**src/rtl/bpsk_symbol_sched_if.sv**
```systemverilog
// Payload byte stream from the packet source into the BPSK symbol scheduler.
// The slave side's tready means its one-byte holding register is empty.
interface bpsk_symbol_sched_if;
  logic [7:0] tdata;
  logic       tvalid;
  logic       tlast;
  logic       tready;

  modport master (output tdata, output tvalid, output tlast, input tready);
  modport slave  (input tdata, input tvalid, input tlast, output tready);
endinterface

```
**src/rtl/bpsk_symbol_sched.sv**
```systemverilog
// Frame sequencer for the BPSK phase generator. Each frame is a fixed preamble,
// then the payload bits MSB-first, then a silent guard gap.
//
// state    | meaning
// IDLE     | generator off; waits for a byte in the holding register
// PREAMBLE | sends the PREAMBLE_BITS preamble symbols
// DATA     | shifts payload bits out; chains bytes with no gap between them
// GAP      | generator off for GAP_CYCLES clocks, then returns to IDLE
module bpsk_symbol_sched #(
  parameter int          SYMBOL_CYCLES    = 50,
  parameter int          PREAMBLE_BITS    = 16,
  parameter logic [31:0] PREAMBLE_PATTERN = 32'h0000AAAA,
  parameter int          GAP_CYCLES       = 32
) (
  input  logic         aclk,
  input  logic         arst,
  bpsk_symbol_sched_if.slave s_axis,
  output logic         gen_en,
  output logic         phase_ctrl,
  output logic         busy,
  output logic         frame_done,
  output logic         underrun
);

  localparam int SW = (SYMBOL_CYCLES > 1) ? $clog2(SYMBOL_CYCLES) : 1;
  localparam int PW = (PREAMBLE_BITS > 1) ? $clog2(PREAMBLE_BITS) : 1;
  localparam int GW = (GAP_CYCLES > 1)    ? $clog2(GAP_CYCLES)    : 1;

  localparam logic [SW-1:0] SYM_LAST = SW'(SYMBOL_CYCLES - 1);
  localparam logic [PW-1:0] PRE_LAST = PW'(PREAMBLE_BITS - 1);
  localparam logic [GW-1:0] GAP_LAST = GW'(GAP_CYCLES - 1);
  // Preamble left-justified so its first symbol is always bit 31.
  localparam logic [31:0] PRE_ALIGNED = PREAMBLE_PATTERN << (32 - PREAMBLE_BITS);

  typedef enum logic [1:0] {IDLE, PREAMBLE, DATA, GAP} state_t;

  state_t        state_q;
  logic [SW-1:0] sym_cnt_q;
  logic [PW-1:0] pre_cnt_q;
  logic [GW-1:0] gap_cnt_q;
  logic [2:0]    bit_cnt_q;
  logic [30:0]   pre_sh_q;
  logic [6:0]    shift_q;
  logic          last_q;
  logic [7:0]    hold_q;
  logic          hold_last_q;
  logic          hold_valid_q;
  logic          gen_en_q;
  logic          phase_q;
  logic          busy_q;
  logic          frame_done_q;
  logic          underrun_q;
  logic          sym_end;

  assign sym_end       = (sym_cnt_q == SYM_LAST);
  assign s_axis.tready = !hold_valid_q && !arst;

  assign gen_en     = gen_en_q;
  assign phase_ctrl = phase_q;
  assign busy       = busy_q;
  assign frame_done = frame_done_q;
  assign underrun   = underrun_q;

  always_ff @(posedge aclk or posedge arst) begin
    if (arst) begin
      state_q      <= IDLE;
      sym_cnt_q    <= '0;
      pre_cnt_q    <= '0;
      gap_cnt_q    <= '0;
      bit_cnt_q    <= '0;
      pre_sh_q     <= '0;
      shift_q      <= '0;
      last_q       <= 1'b0;
      hold_q       <= '0;
      hold_last_q  <= 1'b0;
      hold_valid_q <= 1'b0;
      gen_en_q     <= 1'b0;
      phase_q      <= 1'b0;
      busy_q       <= 1'b0;
      frame_done_q <= 1'b0;
      underrun_q   <= 1'b0;
    end else begin
      frame_done_q <= 1'b0;
      underrun_q   <= 1'b0;

      // A load below only happens while the register is full, so it never
      // collides with this fill.
      if (s_axis.tvalid && !hold_valid_q) begin
        hold_q       <= s_axis.tdata;
        hold_last_q  <= s_axis.tlast;
        hold_valid_q <= 1'b1;
      end

      case (state_q)
        IDLE: begin
          if (hold_valid_q) begin
            state_q   <= PREAMBLE;
            busy_q    <= 1'b1;
            gen_en_q  <= 1'b1;
            phase_q   <= PRE_ALIGNED[31];
            pre_sh_q  <= PRE_ALIGNED[30:0];
            pre_cnt_q <= '0;
            sym_cnt_q <= '0;
          end
        end

        PREAMBLE: begin
          if (sym_end) begin
            sym_cnt_q <= '0;
            if (pre_cnt_q == PRE_LAST) begin
              state_q      <= DATA;
              shift_q      <= hold_q[6:0];
              phase_q      <= hold_q[7];
              last_q       <= hold_last_q;
              hold_valid_q <= 1'b0;
              bit_cnt_q    <= 3'd7;
            end else begin
              pre_cnt_q <= pre_cnt_q + PW'(1);
              phase_q   <= pre_sh_q[30];
              pre_sh_q  <= {pre_sh_q[29:0], 1'b0};
            end
          end else begin
            sym_cnt_q <= sym_cnt_q + SW'(1);
          end
        end

        DATA: begin
          if (sym_end) begin
            sym_cnt_q <= '0;
            if (bit_cnt_q != 3'd0) begin
              bit_cnt_q <= bit_cnt_q - 3'd1;
              phase_q   <= shift_q[6];
              shift_q   <= {shift_q[5:0], 1'b0};
            end else if (!last_q && hold_valid_q) begin
              shift_q      <= hold_q[6:0];
              phase_q      <= hold_q[7];
              last_q       <= hold_last_q;
              hold_valid_q <= 1'b0;
              bit_cnt_q    <= 3'd7;
            end else begin
              // Either a clean end of frame or a starved stream; both go quiet.
              state_q      <= GAP;
              gen_en_q     <= 1'b0;
              phase_q      <= 1'b0;
              gap_cnt_q    <= '0;
              frame_done_q <= last_q;
              underrun_q   <= !last_q;
            end
          end else begin
            sym_cnt_q <= sym_cnt_q + SW'(1);
          end
        end

        GAP: begin
          if (gap_cnt_q == GAP_LAST) begin
            state_q <= IDLE;
            busy_q  <= 1'b0;
          end else begin
            gap_cnt_q <= gap_cnt_q + GW'(1);
          end
        end

        default: begin
          state_q  <= IDLE;
          busy_q   <= 1'b0;
          gen_en_q <= 1'b0;
          phase_q  <= 1'b0;
        end
      endcase
    end
  end

endmodule
```
**src/flat_wrapper.sv**
```systemverilog
// flat-port wrapper written by rule: the top's interface ports become plain ports
module bpsk_symbol_sched_flat 
#(
  parameter int          SYMBOL_CYCLES    = 50,
  parameter int          PREAMBLE_BITS    = 16,
  parameter logic [31:0] PREAMBLE_PATTERN = 32'h0000AAAA,
  parameter int          GAP_CYCLES       = 32
)
  (aclk, arst, gen_en, phase_ctrl, busy, frame_done, underrun, s_axis_tdata, s_axis_tvalid, s_axis_tlast, s_axis_tready);
  bpsk_symbol_sched_if s_axis_i ();
  input  logic aclk;
  input  logic arst;
  output logic gen_en;
  output logic phase_ctrl;
  output logic busy;
  output logic frame_done;
  output logic underrun;
  input wire logic [$bits(s_axis_i.tdata)-1:0] s_axis_tdata;
  input wire logic [$bits(s_axis_i.tvalid)-1:0] s_axis_tvalid;
  input wire logic [$bits(s_axis_i.tlast)-1:0] s_axis_tlast;
  output wire logic [$bits(s_axis_i.tready)-1:0] s_axis_tready;
  assign s_axis_i.tdata = s_axis_tdata;
  assign s_axis_i.tvalid = s_axis_tvalid;
  assign s_axis_i.tlast = s_axis_tlast;
  assign s_axis_tready = s_axis_i.tready;
  bpsk_symbol_sched #(.SYMBOL_CYCLES(SYMBOL_CYCLES), .PREAMBLE_BITS(PREAMBLE_BITS), .PREAMBLE_PATTERN(PREAMBLE_PATTERN), .GAP_CYCLES(GAP_CYCLES)) u_core (.aclk(aclk), .arst(arst), .s_axis(s_axis_i), .gen_en(gen_en), .phase_ctrl(phase_ctrl), .busy(busy), .frame_done(frame_done), .underrun(underrun));
endmodule
```
**config.mk**
```make
export PLATFORM = sky130hd
export DESIGN_NAME = bpsk_symbol_sched_flat
export DESIGN_NICKNAME = d
export VERILOG_FILES = /design/src/rtl/bpsk_symbol_sched_if.sv /design/src/rtl/bpsk_symbol_sched.sv /design/src/flat_wrapper.sv
export SDC_FILE = /design/constraint.sdc
export NUM_CORES = 1
export LEC_CHECK = 0
export BUFFER_PORTS_ARGS = -buffer_cell sky130_fd_sc_hd__buf_2
export CAP_MARGIN = 25
export CORE_MARGIN = 2
export CORE_UTILIZATION = 60
export CTS_CLUSTER_DIAMETER = 150
export DETAILED_ROUTE_END_ITERATION = 10
export PLACE_DENSITY = 0.79
export RECOVER_POWER = 25
export SKIP_LAST_GASP = 1
export SLEW_MARGIN = 15
export SYNTH_ARGS = -nofsm -noshare
export SYNTH_HDL_FRONTEND = slang
export SYNTH_SLANG_ARGS = --single-unit
```
**constraint.sdc**
```tcl
create_clock -name aclk -period 2.6 [get_ports aclk]
set_clock_uncertainty 0.2 [all_clocks]
set_input_delay 0.26 -clock aclk [delete_from_list [all_inputs] [get_ports aclk]]
set_output_delay 0.26 -clock aclk [all_outputs]
set_load 0.01 [all_outputs]
```
==> implementation parameters <==
Parameter                              Value

Outcome
  Run status    completed

CTS
  Latest clock arrival within the worst-skew pair    0.34 ns
  Cell at the root of the clock tree    sky130_fd_sc_hd__clkbuf_8
  Number of H-tree levels    3
  Clock buffers created by TritonCTS    9
  Number of resized instances in the post-cts repair step    0
  Number of clock sinks seen by CTS    57
  CTS Hold Bufs    11
  Clk buf depth    2
  CTS tree    yes
  Post-CTS setup-driven buffer insertion count    0
  Clock edge transition at the registers on the reported setup and hold paths    0.07 ns

Floorplan
  Die boundary height    73.96 um
  Full die area    5470 um^2
  IO Count    18
  Area of the core    4723 um^2
  Initial Utilization    62.17%
  Cell row count    25
  Die X-Extent    73.96 um

Placement
  Number of I/O port buffers    17
  Worst Setup Slack post-DPL    0.3080 ns
  Instance area after placement    3108 um^2
  Final HPWL from detailed placement    4.062 mm
  RePlAce Congestion    0.8204
  Post-placement cell count    351

Timing
  Fin crit period    2.357 ns
  Unrepaired setup endpoints after global routing    no
  Worst slew margin relative to its limit    29.06%
  Total negative slack    0 ns
  Transition time at the pin with the least slew margin    1.064 ns
  Number of pins exceeding their max-slew limit in the final report    0
  Setup slack of the critical path after layout    0.2428 ns
  Final setup vio count    0
  Final worst-path cycle share    90.66%
  Fin Hold WS    0.2910 ns
  Count of final hold-check violations    0
  Top achievable clock speed    0.4242 GHz

Worst hold path
  Min-Delay Path Class    reg -> reg

Synthesis
  Mapped cell area    2937 um^2
  Average size of a mapped cell    10.76 um^2
  Number of nets produced by synthesis    296
  Fraction of synthesized cell area in xor and xnor cells    0%
  Part of the Yosys area used for sequential elements    48.57%
  Synth Area in Simple Gates    14.78%
  Post-synthesis mux area share    10.91%
  Number of warnings printed during yosys synthesis    0
  Synth Area in Compound Gates    17.68%
  Main combinational cell family by area after synthesis    compound AO/OA/AOI/OAI gates
  Cell count after synthesis    273
  Post-synthesis register bit count    57
  Proportion of synthesized flip-flops having asynchronous set or reset    100.0%
  Predominant post-synthesis flop cell    sky130_fd_sc_hd__dfrtp_1
  Synthesized-area fraction occupied by adder cells    4.687%
  Number of enable-type register cells in the synthesized netlist    0
  Number of distinct library cells after synthesis    52

Worst setup path
  Master of the slowest instance on the critical path    sky130_fd_sc_hd__nor2_1
  Required time at the endpoint of the critical path    2.67 ns
  Kind of start point of the critical path    register
  Crit path kind    reg -> reg
  Critical path fanouts, max    13
  Critical path endpoint category    register
  Critical path buffer and inverter count    1
  Ordered list of cells on the worst path    inv_1 -> ha_1 -> nand2b_1 -> nand4_1 -> nor2_1 -> a22o_1
  Worst Path Arrival    2.43 ns
  Cell family with most CP delay    simple AND/OR/NAND/NOR gates
  Highest cell delay on the worst timing path    0.54 ns

Cells and area
  Growth of design area from synthesis to finish    15.85%
  Ratio of cells with drive above 1 in the final layout    17.68%
  Final non-filler cell area    3402 um^2
  Net count, final    329
  Number of antenna repair diodes    0
  Non-filler instance count after layout    378

Route
  Length of the first detailed-routing pass in iterations    4
  Number of DRC violations after detailed routing    0
  Wire length reported by the detailed router    6.314 mm
  Detail-routed net length per standard cell    16.70 um
  Vias after detailed routing    2275
  DRC violation total after the first TritonRoute iteration    164
  Number of vias per cell    6.019
  Number of nets still failing antenna checks after routing    0

Global routing
  Overflow left after global routing    0
  Via count of the first global-routing pass    2298
  Pin count of the biggest net entering global routing    22
  Overall fraction of global-route tracks in use    26.22%
  Global-route wire length before repair    10.70 mm
  Number of antenna violations at the first check in global routing    0

Pwr
  Power density cells    1118 nW/um^2
  Worst IR drop on VDD    0.7447 mV
  Leak    1.466 nW

Flow run
  Max Cap Viol    0
==> worst reg2reg max path, cell delays in order (launching register included) <==
cell and delay (ns):
sky130_fd_sc_hd__dfrtp_1 0.38, sky130_fd_sc_hd__inv_1 0.09, sky130_fd_sc_hd__ha_1 0.39, sky130_fd_sc_hd__nand2b_1 0.18, sky130_fd_sc_hd__nand4_1 0.22, sky130_fd_sc_hd__nor2_1 0.54, sky130_fd_sc_hd__a22o_1 0.28
==> cells in the mapped netlist, types with 3 or more instances <==
library cell / number / area (um^2)
sky130_fd_sc_hd__a21oi_1: 12 / 60.06
sky130_fd_sc_hd__a22o_1: 10 / 87.58
sky130_fd_sc_hd__a22oi_1: 3 / 22.52
sky130_fd_sc_hd__and3_1: 3 / 18.77
sky130_fd_sc_hd__clkbuf_1: 12 / 45.04
sky130_fd_sc_hd__dfrtp_1: 57 / 1426
sky130_fd_sc_hd__ha_1: 11 / 137.6
sky130_fd_sc_hd__inv_1: 11 / 41.29
sky130_fd_sc_hd__mux2_1: 8 / 90.09
sky130_fd_sc_hd__mux2_2: 16 / 180.2
sky130_fd_sc_hd__mux2i_1: 5 / 50.05
sky130_fd_sc_hd__nand2_1: 19 / 71.32
sky130_fd_sc_hd__nand2b_1: 4 / 25.02
sky130_fd_sc_hd__nand3_1: 17 / 85.08
sky130_fd_sc_hd__nand3b_1: 3 / 22.52
sky130_fd_sc_hd__nor2_1: 14 / 52.55
sky130_fd_sc_hd__nor2b_1: 6 / 37.54
sky130_fd_sc_hd__o211ai_1: 3 / 22.52
sky130_fd_sc_hd__o21ai_0: 5 / 25.02
sky130_fd_sc_hd__o21ai_1: 3 / 15.01
sky130_fd_sc_hd__o221ai_1: 5 / 43.79
sky130_fd_sc_hd__o22a_1: 6 / 52.55
==> final timing paths <==
kind                       depth (start not counted)                          start  slack [ns]                               to
max reg2reg                                        6  u_core.state_q[0]$_DFFE_PP0P_        0.24  u_core.pre_sh_q[26]$_DFFE_PP0P_
min reg2reg                                        1  u_core.shift_q[3]$_DFFE_PP0P_        0.29    u_core.shift_q[3]$_DFFE_PP0P_
max in group asynchronous                          4                           arst        0.45  u_core.pre_cnt_q[3]$_DFFE_PP0P_
min in group asynchronous                          3                           arst        0.35  u_core.gap_cnt_q[1]$_DFFE_PP0P_
max                                                6  u_core.state_q[0]$_DFFE_PP0P_        0.24  u_core.pre_sh_q[26]$_DFFE_PP0P_
min                                                1  u_core.shift_q[3]$_DFFE_PP0P_        0.29    u_core.shift_q[3]$_DFFE_PP0P_
==> per-layer routing <==
layer	share of wire, %	vias to the layer above	global-route usage, %
met5	0	-	0
li1	-	1083	-
met1	45	1099	34.69
met2	47	77	39.09
met4	2.3	0	12.93
met3	6.3	16	8.672
==> area by class of cell <==
type                            count  area [um^2]
Multi-Input combinational cell    191         1411
Sequential cell                    57         1426
Timing Repair Buffer               36        242.7
Fill cell                         325         1321
Tap cell                           67        83.83
Inverter                           11        41.29
Clock buffer                       11        141.4
Clock inverter                      5        55.05
==> through the flow <==
stage	total power, W	util, %
after floorplan	0.002543	-
after detailed placement	0.002949	65.80
after global routing	0.004057	72.03
after CTS	0.003802	72.29
final	0.003803	72.03
after global placement	0.002882	65.80
==> layout by cell type (no fill, tap or decap), drive strengths merged, types with 3 or more instances in the layout <==
| master | netlist | routed |
|---|---|---|
| nor2 | 14 | 14 |
| nor2b | 6 | 6 |
| nor3b | 3 | 3 |
| nand3 | 17 | 17 |
| dfrtp | 57 | 57 |
| o221ai | 5 | 5 |
| mux2 | 24 | 24 |
| dlygate4sd3 | 0 | 11 |
| o22a | 6 | 6 |
| ha | 11 | 11 |
| nand2b | 4 | 4 |
| nand3b | 3 | 3 |
| clkbuf | 12 | 18 |
| o21ai | 8 | 8 |
| a22oi | 3 | 3 |
| buf | 2 | 18 |
| mux2i | 5 | 5 |
| a22o | 10 | 10 |
| o211ai | 3 | 3 |
| inv | 11 | 11 |
| a21oi | 12 | 12 |
| nand2 | 19 | 19 |
| and3 | 3 | 3 |
==> where the power goes <==
| group | leakage [nW] | internal (W) | switching, W |
|---|---|---|---|
| clock | 0.0953 | 0.000465 | 0.000363 |
| combinational | 0.688 | 0.000730 | 0.000929 |
| sequential | 0.683 | 0.00113 | 0.000184 |
| total | 1.47 | 0.00233 | 0.00148 |
==> state kept, by name, indices dropped and copies added (netlist names) <==
register,cells
u_core.last_q,1
u_core.hold_q,8
u_core.gap_cnt_q,5
u_core.gen_en,1
u_core.underrun,1
u_core.frame_done,1
u_core.hold_last_q,1
u_core.shift_q,7
u_core.bit_cnt_q,3
u_core.sym_cnt_q,6
u_core.pre_cnt_q,4
u_core.phase_ctrl,1
u_core.hold_valid_q,1
u_core.busy,1
u_core.state_q,2
u_core.pre_sh_q,14
==> cells by family (layout without fill, tap and decap cells) <==
family | Yosys count | after routing
AO/OA/AOI/OAI | 69 | 69
adder cells (fa/ha/maj) | 11 | 11
buffers and inverters | 25 | 63
flip-flops | 57 | 57
multiplexers | 29 | 29
AND/OR/NAND/NOR | 82 | 82
No activity file was read; power rests on OpenSTA's default activity.
